--- config.mk ---
export PLATFORM = sky130hd
export DESIGN_NAME = lfsr_shift_source
export DESIGN_NICKNAME = d
export VERILOG_FILES = /design/src/rtl/lfsr_shift_source.sv
export SDC_FILE = /design/constraint.sdc
export NUM_CORES = 1
export LEC_CHECK = 0
export BUFFER_PORTS_ARGS = -buffer_cell sky130_fd_sc_hd__buf_2
export CAP_MARGIN = 20
export CORE_MARGIN = 3
export CORE_UTILIZATION = 54
export DETAILED_ROUTE_END_ITERATION = 10
export PLACE_DENSITY = 0.84
export SLEW_MARGIN = 10
export SYNTH_ARGS = -nofsm -noshare
export SYNTH_HDL_FRONTEND = slang
export SYNTH_SLANG_ARGS = --single-unit
--- constraint.sdc ---
create_clock -name Clk -period 2.7 [get_ports Clk]
set_input_delay 0.135 -clock Clk [delete_from_list [all_inputs] [get_ports Clk]]
set_output_delay 0.135 -clock Clk [all_outputs]
set_load 0.02 [all_outputs]
--- src/rtl/lfsr_shift_source.sv ---
// ============================================================================
// lfsr_shift_source
// ----------------------------------------------------------------------------
// Stimulus source for the 16-bit logical-right barrel shifter. A 16-bit
// maximal-length Fibonacci LFSR (x^16 + x^14 + x^13 + x^11 + 1) supplies a
// burst of (data word, shift magnitude) pairs. Each pair is offered with a
// valid/ready handshake. A three-state controller (IDLE -> RUN -> DONE)
// sequences each burst.
//
// Optional build macro:
//   SHIFT_MAG_COUNT_EN  When defined, Shift_Mag comes from a 4-bit counter.
//                       The counter clears on reset and on an accepted Start,
//                       and it increments once per handshake, so a burst
//                       sweeps every magnitude in turn. When the macro is
//                       undefined, Shift_Mag = LFSR[3:0] and no counter exists.
//
// Parameters:
//   DEFAULT_SEED  LFSR value after reset. It also replaces a zero seed.
//   CNT_W         Width of Num_Words and of the remaining-words counter.
//
// Ports:
//   Clk        in   1      system clock, rising edge
//   Rst        in   1      synchronous active-high reset
//   Seed_Load  in   1      load Seed into the LFSR (IDLE only)
//   Seed       in   16     seed value; zero is replaced by DEFAULT_SEED
//   Start      in   1      begin a burst (IDLE only)
//   Num_Words  in   CNT_W  words in the burst, sampled with Start
//   Out_Ready  in   1      downstream accepts the current pair
//   Out_Valid  out  1      Data_Out / Shift_Mag hold a valid pair
//   Data_Out   out  16     current LFSR state
//   Shift_Mag  out  4      shift magnitude for the shifter
//   Busy       out  1      high while in RUN
//   Done       out  1      one-cycle pulse at the end of a burst
// ============================================================================
module lfsr_shift_source #(
    parameter logic [15:0] DEFAULT_SEED = 16'hACE1,
    parameter int          CNT_W        = 16
) (
    input  logic             Clk,
    input  logic             Rst,
    input  logic             Seed_Load,
    input  logic [15:0]      Seed,
    input  logic             Start,
    input  logic [CNT_W-1:0] Num_Words,
    input  logic             Out_Ready,
    output logic             Out_Valid,
    output logic [15:0]      Data_Out,
    output logic [3:0]       Shift_Mag,
    output logic             Busy,
    output logic             Done
);

    typedef enum logic [1:0] {
        S_IDLE = 2'd0,
        S_RUN  = 2'd1,
        S_DONE = 2'd2
    } state_t;

    state_t           r_state;
    state_t           w_state_next;
    logic [15:0]      r_lfsr;
    logic [CNT_W-1:0] r_remaining;

    logic             w_in_idle;
    logic             w_in_run;
    logic             w_handshake;
    logic             w_last_word;
    logic             w_start_burst;
    logic             w_feedback;
    logic [15:0]      w_lfsr_step;
    logic [15:0]      w_seed_eff;

    // ------------------------------------------------------------------------
    // Shared decode
    // ------------------------------------------------------------------------
    assign w_in_idle     = (r_state == S_IDLE);
    assign w_in_run      = (r_state == S_RUN);
    assign w_handshake   = w_in_run & Out_Ready;
    assign w_last_word   = (r_remaining == CNT_W'(1));
    assign w_start_burst = w_in_idle & Start;

    // Fibonacci taps 16,14,13,11 map to bits 15,13,12,10. The new bit enters at the LSB.
    assign w_feedback  = r_lfsr[15] ^ r_lfsr[13] ^ r_lfsr[12] ^ r_lfsr[10];
    assign w_lfsr_step = {r_lfsr[14:0], w_feedback};

    // An all-zero seed would lock the LFSR at zero. Substitute the default seed instead.
    assign w_seed_eff = (Seed == 16'h0000) ? DEFAULT_SEED : Seed;

    // ------------------------------------------------------------------------
    // FSM: state register
    // ------------------------------------------------------------------------
    // NOTE: sequential state uses non-blocking assignments. Every register then
    // samples the values from before the edge, so process order cannot matter.
    always_ff @(posedge Clk) begin
        if (Rst) begin
            r_state <= S_IDLE;
        end else begin
            r_state <= w_state_next;
        end
    end

    // ------------------------------------------------------------------------
    // FSM: next-state logic
    // ------------------------------------------------------------------------
    // NOTE: the default assignment at the top prevents a latch on any path
    // that does not assign w_state_next.
    always_comb begin
        w_state_next = r_state;
        unique case (r_state)
            S_IDLE: begin
                if (Start) begin
                    // A zero-length burst goes straight to DONE and emits nothing.
                    w_state_next = (Num_Words != '0) ? S_RUN : S_DONE;
                end
            end
            S_RUN: begin
                if (w_handshake && w_last_word) begin
                    w_state_next = S_DONE;
                end
            end
            S_DONE: begin
                w_state_next = S_IDLE;
            end
            default: begin
                w_state_next = S_IDLE;
            end
        endcase
    end

    // ------------------------------------------------------------------------
    // FSM: outputs (Moore, decoded from state only)
    // ------------------------------------------------------------------------
    always_comb begin
        Out_Valid = 1'b0;
        Busy      = 1'b0;
        Done      = 1'b0;
        unique case (r_state)
            S_RUN: begin
                Out_Valid = 1'b1;
                Busy      = 1'b1;
            end
            S_DONE: begin
                Done = 1'b1;
            end
            default: begin
                Out_Valid = 1'b0;
            end
        endcase
    end

    // ------------------------------------------------------------------------
    // LFSR register
    // ------------------------------------------------------------------------
    // The seed load takes effect on the Start edge too, so a combined
    // Seed_Load+Start burst emits the loaded seed as its first word. The
    // state advances only on an accepted transfer, so a stalled pair holds steady.
    always_ff @(posedge Clk) begin
        if (Rst) begin
            r_lfsr <= DEFAULT_SEED;
        end else if (w_in_idle && Seed_Load) begin
            r_lfsr <= w_seed_eff;
        end else if (w_handshake) begin
            r_lfsr <= w_lfsr_step;
        end
    end

    // ------------------------------------------------------------------------
    // Remaining-words counter
    // ------------------------------------------------------------------------
    // It is loaded only for a non-zero count. The count decrements once per
    // accepted word and never wraps, because RUN leaves at a count of 1.
    always_ff @(posedge Clk) begin
        if (Rst) begin
            r_remaining <= '0;
        end else if (w_start_burst && (Num_Words != '0)) begin
            r_remaining <= Num_Words;
        end else if (w_handshake) begin
            r_remaining <= r_remaining - CNT_W'(1);
        end
    end

    // ------------------------------------------------------------------------
    // Data and shift-magnitude outputs
    // ------------------------------------------------------------------------
    assign Data_Out = r_lfsr;

`ifdef SHIFT_MAG_COUNT_EN
    logic [3:0] r_mag_cnt;

    // The counter wraps 15 -> 0 through natural 4-bit overflow.
    always_ff @(posedge Clk) begin
        if (Rst) begin
            r_mag_cnt <= 4'd0;
        end else if (w_start_burst) begin
            r_mag_cnt <= 4'd0;
        end else if (w_handshake) begin
            r_mag_cnt <= r_mag_cnt + 4'd1;
        end
    end

    assign Shift_Mag = r_mag_cnt;
`else
    assign Shift_Mag = r_lfsr[3:0];
`endif

endmodule

==> results.yml, run 1 <==
status:
  status: "completed"
yosys:
  synth-edff-count: 0
  syn_avg_cell_area_um2: 7.75
  synth-seq-cells: 34
  seq_area_frac_synth: 0.364
  syn_nets: 280
  ys.flop_type: "dfxtp_1"
  synth_cell_types: 46
  synth_cells: 241
  ys_async_sr_fraction: 0
  yosysWarnings: 0
  syn-cell-area_mm2: 0.00187
timing:
  slew_viol_final: 0
  setup_viol: 0
  fin_skew_ns: 0.0139
  tns_ns: 0
  hold_viol_final: 0
  worst_pin_slew_ns: 0.684
  period_minus_slack_ns: 2.07
  post-route-period-util: 0.765
  rsz0062_at_grt: "no"
  fmax_mhz: 484
  slew_headroom: 0.543
pwr:
  p_per_area_mw_per_mm2: 616
  power.leakage_nw: 0.933
  ir_worst_vdd_mv: 0.562
setup_path:
  worstSetupPathType: "register to register"
  setup.worst_path.start: "r_remaining[4]"
  cp_slowest_cell: "or4_1"
  cp_data_required_time_ns: 2.96
  crit-reg2reg-launch: "r_remaining[4]"
  crit_fanout: 8
  crit_chain: "or4_1, nor4_4, nand4b_1, o32a_1, a31oi_1"
  reg2reg_depth: 5
  worst_ep_arrival_time_ns: 2.33
  end_kind: "register"
  setup.worst_path.start_class: "register"
  critPathMaxStageDelay_ns: 0.71
layout:
  final_nets: 331
  nFillCells: 280
  post-route-util: 0.701
  antenna_cells: 0
  syn2layout_area_growth_pct: 19.2
  final_cell_mix: "buf_2, nand2_1, dfxtp_1"
  multi_input_area_mm2: 0.00107
  regArea_um2: 681
  final_common_cell: "buf_2"
  drive_above_1_share: 0.253
global_routing:
  antenna_found_initial: 0
  grt_pass1_wl_um: 7790
  grt_max_degree: 38
  overflow: 0
  track_usage: 0.238
  grt_pass1_vias: 1699
die:
  die_w_um: 64.8
  initial_core_util: 0.588
  dieArea_mm2: 0.00420
  die_y_um: 64.8
  rows: 20
  boundaryPins: 60
  core_area_mm2: 0.00318
clock_network:
  cts_root_buf: "clkbuf_4"
  clock_sinks: 34
  ctsResizeCount: 0
  cts_inserted_buffers: 5
  clk_latency_ns: 0.34
  cts.clk_slew.worst_paths_ns: 0.11
  ctsHoldBuffers: 0
  clock_path_buffers: 2
  postCtsSetupBuffers: 0
  cts_tree: "yes"
  htree_levels: 2
routing:
  ant_nets: 0
  wl_per_cell_um: 14.4
  vias: 1963
  routed_wl_um: 4840
  vias_per_cell: 5.84
  drtIter0Drc: 236
  drc: 0
  drt_pass1_iterations: 4
hold_path:
  hold_path_startpoint: "Seed[6]"
  min_path_type: "input pin to register"
  min_path_cells: 3
run:
  drv_cap: 0
placement:
  gp_congestion: 0.871
  hpwl_um: 3500
  port_buffers: 59
where the power goes:
group | switching (W) | leakage [nW] | total [W] | internal [W]
logic | 0.000226 | 0.608 | 0.000375 | 0.000149
registers | 0.0000549 | 0.281 | 0.000609 | 0.000554
clock network | 0.000172 | 0.0443 | 0.000387 | 0.000216
per-layer routing:
metal	GRT usage	part of all wire
met1	0.331	0.46
met5	0	0
met3	0.0745	0.059
met4	0.0792	0.0066
met2	0.346	0.47
layout make-up:
cell class	count	share of cell area
multi-input cells	184	0.480
clock inverters	1	0.0135
clock buffers	6	0.0230
inverters	4	0.00674
repair buffers	63	0.146
flip-flops and latches	34	0.306
well taps	44	0.0247
kinds of logic (layout without fill, tap and decap cells):
family | after synthesis | count (layout) | synth area share
buffers and inverters | 23 | 74 | 0.0630
AOI/OAI and AO/OA | 55 | 55 | 0.202
and+or+nand+nor | 123 | 123 | 0.338
xor gates and xnor gates | 4 | 4 | 0.0188
adders and majority gates | 2 | 2 | 0.0134
DFF | 34 | 34 | 0.364
metrics by stage:
stage          area (um^2)  setup slack [ns]  total power, W  std cells  hold WS, ns
6_report              2230             0.633         0.00137        336       0.0406
5_1_grt               2230             0.501         0.00145        336       0.0368
3_3_place_gp          2150             0.751        0.000982        329        0.391
2_1_floorplan         1870             0.882        0.000884        241        0.277
3_5_place_dp          2150             0.677        0.000990        329        0.393
4_1_cts               2230             0.642         0.00137        336       0.0311
Yosys cell counts (3+ instances only):
cell type  instances  area, um^2
xnor2_1            3        26.3
nand3_1           16        80.1
nor2_1            21        78.8
buf_4              6        45.0
nand2b_1           8        50.1
or3_1              3        18.8
nor3_1             5        25.0
a311oi_1           9        78.8
nor4_1             8        50.1
a21oi_1           14        70.1
or4_1              7        52.6
dfxtp_1           34         681
o21ai_0           10        50.1
a31oi_1            7        43.8
inv_1              4        15.0
clkbuf_1          10        37.5
nand2_1           40         150
a2bb2oi_1          3        26.3
worst max-delay path: cells and delay by family, from the launching register on:
kind / cells / cell delay (ns)
AOI/OAI and AO/OA: 2 / 0.42
DFF: 1 / 0.38
and+or+nand+nor: 3 / 1.17
sequential cells by signal, indices dropped and copies added (netlist names):
name / cells
r_remaining: 16
r_state: 2
Data_Out: 16
worst paths after layout:
check	slack (ns)	end
worst max-delay path	0.63	r_remaining[14]
worst min-delay path	0.04	Data_Out[6]
worst max register to register	0.63	r_remaining[14]
worst min register to register	0.48	r_remaining[10]
No activity file was read; power rests on OpenSTA's default activity.
==> inputs of run 2 (changes only) <==
- CORE_UTILIZATION: 54 -> 45
- PLACE_DENSITY: 0.84 -> 0.75
- clock period: 2.7 -> 1.9 ns (I/O delays scaled with it)
==> run 2 against run 1 <==
First-iteration DRC count increased by 8.9%; total power is 46% higher; worst setup slack worse by 0.56 ns; critical path depth stayed put; fmax rose by 13%; critical path type unchanged; largest power group unchanged; highest routed layer unchanged.
==> results.yml, run 2 (synthesis gave the netlist of run 1 again) <==
run:
  drv_cap: 0
die:
  initial_core_util: 0.488
  rows: 22
  die_y_um: 70.4
  boundaryPins: 60
  dieArea_mm2: 0.00496
  core_area_mm2: 0.00383
  die_w_um: 70.4
timing:
  setup_viol: 0
  holdWs_ns: 0.0684
  post-route-period-util: 0.959
  rsz0062_at_grt: "yes"
  period_minus_slack_ns: 1.82
  fmax_mhz: 549
  hold_viol_final: 0
  slew_headroom: 0.564
  worst_pin_slew_ns: 0.654
  slew_viol_final: 0
  tns_ns: 0
  fin_skew_ns: 0.00490
layout:
  multi_input_area_mm2: 0.00109
  final_common_cell: "buf_2"
  antenna_cells: 0
  final_nets: 343
  regArea_um2: 682
  fin_cells: 353
  final_cell_mix: "buf_2, nand2_1, dfxtp_1"
  nFillCells: 359
  drive_above_1_share: 0.298
  finalInstanceArea_mm2: 0.00236
  post-route-util: 0.618
  syn2layout_area_growth_pct: 26.6
global_routing:
  overflow: 0
  grt_pass1_wl_um: 8850
  antenna_found_initial: 0
  track_usage: 0.217
  grt_max_degree: 38
  grt_pass1_vias: 1834
setup_path:
  worstSetupPathType: "register to register"
  worst_ep_arrival_time_ns: 2.03
  worst-path-buf-inv: 0
  setup.worst_path.start_class: "register"
  reg2reg_depth: 5
  end_kind: "register"
  r2r_slack_ns: 0.08
  cp_slowest_cell: "or4_4"
  crit_family: "simple AND/OR/NAND/NOR gates"
  cp_data_required_time_ns: 2.11
  rr_endpoint: "r_remaining[14]"
  crit_fanout: 4
  crit_chain: "or4_4, nor4_4, nand4b_1, o32a_1, a31oi_1"
  crit-reg2reg-launch: "r_remaining[4]"
  critPathMaxStageDelay_ns: 0.58
clock_network:
  cts_inserted_buffers: 5
  clk_latency_ns: 0.28
  cts_root_buf: "clkbuf_8"
  cts_tree: "yes"
  cts.clk_slew.worst_paths_ns: 0.07
  clock_path_buffers: 2
  htree_levels: 2
  clock_sinks: 34
  ctsHoldBuffers: 0
pwr:
  power.leakage_nw: 1.01
  p_per_area_mw_per_mm2: 848
  ir_worst_vdd_mv: 0.479
status:
  status: "completed"
hold_path:
  hold_path_startpoint: "Seed[0]"
  min_path_type: "input pin to register"
  min_path_cells: 3
  min_to: "Data_Out[0]"
routing:
  drtIter0Drc: 257
  vias: 2045
  routed_wl_um: 5280
  drt_pass1_iterations: 4
  ant_nets: 0
  wl_per_cell_um: 15.0
  drc: 0
  vias_per_cell: 5.79
placement:
  gp_congestion: 0.896
  port_buffers: 59
  hpwl_um: 3770
  place_inst: 345
  place_area_mm2: 0.00225
==> run 2: cell type report <==
class	count	share of cell area
tap	48	0.0254
clock inverter	1	0.00212
multi-input combinational	184	0.460
inverter	4	0.00635
clock buffer	7	0.0365
sequential	34	0.288
timing repair buffer	75	0.181
==> run 2: what timing repair did <==
item                                    in CTS  in global routing
endpoints found under the setup margin       1                  7
setup buffers                                0                  0
pin swaps                                    0                  1
resized for setup                            1                  5
==> run 2: metrics by stage <==
stage               setup slack, ns  power, W
global placement             0.0470   0.00144
floorplan                    0.0819   0.00126
detailed placement          -0.0203   0.00145
finish                       0.0783   0.00201
global route                -0.0238   0.00213
CTS                          0.0462   0.00200
==> run 2: worst max path at each step <==
stage          slack (ns)               to           start  cells past startpoint
2_1_floorplan        0.08  r_remaining[14]  r_remaining[4]                      6
3_3_place_gp         0.05   r_remaining[8]  r_remaining[4]                      5
3_5_place_dp        -0.02   r_remaining[9]  r_remaining[4]                      5
4_1_cts              0.05   r_remaining[8]  r_remaining[1]                      7
5_1_grt             -0.02  r_remaining[14]  r_remaining[4]                      5
6_report             0.08  r_remaining[14]  r_remaining[4]                      5
==> run 2: worst register-to-register path: stages (launching register included) <==
cell,delay (ns)
dfxtp_2,0.32
or4_4,0.58
nor4_4,0.26
nand4b_1,0.17
o32a_1,0.30
a31oi_1,0.12
==> run 2: layer usage <==
layer  wire (um)  global-route usage  vias to the layer above
met5           0                   0                        -
met4          68              0.0660                        0
met3         342              0.0475                        7
met2        2420               0.325                       71
met1        2450               0.309                      959
li1            -                   -                     1008
==> run 2: power by group <==
| group | internal [W] | switching [W] | total [W] |
|---|---|---|---|
| Combinational | 0.000252 | 0.000350 | 0.000601 |
| Sequential | 0.000788 | 0.0000690 | 0.000857 |
| Clock | 0.000292 | 0.000256 | 0.000548 |
| Total | 0.00133 | 0.000674 | 0.00201 |
==> inputs of run 3 (changes only) <==
- CELL_PAD_IN_SITES_DETAIL_PLACEMENT: not set -> 0
- CELL_PAD_IN_SITES_GLOBAL_PLACEMENT: not set -> 2
- CORE_UTILIZATION: 45 -> 25
- PLACE_DENSITY: 0.75 -> not set
- PLACE_DENSITY_LB_ADDON: not set -> 0.1
==> run 3 against run 2 <==
Global-route usage fell by 6.8 points; fmax fell by 1.7%; critical endpoint unchanged; largest power group unchanged; via count fell by 0.64%; critical path type unchanged.
==> results.yml, run 3 (synthesis gave the netlist of run 1 again) <==
status:
  status: "completed"
setup_path:
  end_kind: "register"
  setup.worst_path.start_class: "register"
  worst_ep_arrival_time_ns: 2.06
  crit_fanout: 3
  cp_data_required_time_ns: 2.11
  crit_chain: "or4_4, nor4_4, buf_4, nand4b_1, o32a_1, a31oi_1"
  critPathMaxStageDelay_ns: 0.56
  cp_slowest_cell: "or4_4"
  worstSetupPathType: "register to register"
die:
  core_area_mm2: 0.00702
  dieArea_mm2: 0.00855
  die_w_um: 92.4
  boundaryPins: 60
  initial_core_util: 0.266
  rows: 30
  die_y_um: 92.4
global_routing:
  grt_max_degree: 27
  grt_pass1_wl_um: 10300
  track_usage: 0.149
  grt_pass1_vias: 2000
  antenna_found_initial: 0
  overflow: 0
clock_network:
  cts_root_buf: "clkbuf_8"
  ctsHoldBuffers: 0
  htree_levels: 2
  clock_sinks: 34
  cts.clk_slew.worst_paths_ns: 0.08
  cts_inserted_buffers: 5
  cts_tree: "yes"
  clk_latency_ns: 0.28
  clock_path_buffers: 2
placement:
  place_ws_ns: -0.0210
  gp_congestion: 0.782
  port_buffers: 59
  hpwl_um: 4760
  place_area_mm2: 0.00239
pwr:
  clkPwrFrac: 0.269
  swShare: 0.341
  p_sw_w: 0.000710
  power.leakage_nw: 1.07
  p_int_w: 0.00137
  ir_worst_vdd_mv: 0.280
  power.share.sequential: 0.411
  p_per_area_mw_per_mm2: 830
  combPwrFrac: 0.320
layout:
  drive_above_1_share: 0.321
  antenna_cells: 0
  nFillCells: 773
  finalInstanceArea_mm2: 0.00251
  final_nets: 356
  syn2layout_area_growth_pct: 34.4
  final_cell_mix: "buf_2, nand2_1, dfxtp_1"
  post-route-util: 0.358
  final_common_cell: "buf_2"
timing:
  fin_skew_ns: 0.00741
  setup_viol: 0
  tns_ns: 0
  slew_viol_final: 0
  hold_viol_final: 0
  fin_ws_ns: 0.0476
  worst_pin_slew_ns: 0.532
  holdWs_ns: 0.0690
  period_minus_slack_ns: 1.85
  slew_headroom: 0.642
  post-route-period-util: 0.975
  fmax_mhz: 540
  rsz0062_at_grt: "yes"
routing:
  routed_wl_um: 6280
  vias_per_cell: 4.91
  vias: 2032
  drtIter0Drc: 81
  ant_nets: 0
  drt_pass1_iterations: 4
  wl_per_cell_um: 15.2
  drc: 0
hold_path:
  min_path_type: "input pin to register"
run:
  drv_cap: 0
## run 3: cell count changes in the layout (fill, tap and decap cells not counted), sizes merged
cell	change
buf	+13
## run 3: per-layer routing
metal	GRT usage	vias to the layer above	wire, um
met1	0.219	941	3210
met5	0	-	0
met3	0.0292	5	288
li1	-	1033	-
met4	0.0347	0	71
met2	0.224	53	2710
## run 3: worst max-delay path, delay by kind of cell (launching register included)
| family | cells | cell delay [ns] |
|---|---|---|
| buffers and inverters | 1 | 0.16 |
| AO/OA/AOI/OAI | 2 | 0.41 |
| flip-flops | 1 | 0.32 |
| AND/OR/NAND/NOR | 3 | 0.89 |
## run 3: layout make-up
cell class / instances / area (um^2) / share of cell area
Tap cell: 96 / 120 / 0.0479
Clock inverter: 1 / 5.00 / 0.00199
Inverter: 4 / 15.0 / 0.00598
Timing Repair Buffer: 88 / 513 / 0.204
Clock buffer: 7 / 86.3 / 0.0344
Sequential cell: 34 / 681 / 0.271
Multi-Input combinational cell: 184 / 1090 / 0.434
## run 3: metrics by stage
| stage | std cells | power [W] |
|---|---|---|
| after floorplan | 241 | 0.00126 |
| after global placement | 405 | 0.00153 |
| after detailed placement | 405 | 0.00152 |
| after CTS | 413 | 0.00210 |
| after global routing | 414 | 0.00222 |
| final | 414 | 0.00208 |
## run 3: final timing paths
kind	start	to	slack (ns)	cells after the start
max	r_remaining[4]	r_remaining[14]	0.05	6
max reg2reg	r_remaining[4]	r_remaining[14]	0.05	6
min	Num_Words[9]	r_remaining[9]	0.07	3
min reg2reg	Data_Out[11]	Data_Out[12]	0.49	2
## run 3: what timing repair did
| item | 4_1_cts | 5_1_grt |
|---|---|---|
| setup endpoints to repair | 4 | 5 |
| buffers inserted | 0 | 1 |
| pin swaps | 0 | 1 |
| cloned | 0 | 0 |
| gates resized for setup | 2 | 2 |
## run 3: power groups by stage
stage	Combinational (W)	Sequential [W]	Clock, W
final	0.000666	0.000856	0.000560
after global routing	0.000740	0.000868	0.000610
after CTS	0.000655	0.000856	0.000587
after detailed placement	0.000645	0.000871	0
after global placement	0.000655	0.000873	0
after floorplan	0.000348	0.000908	0
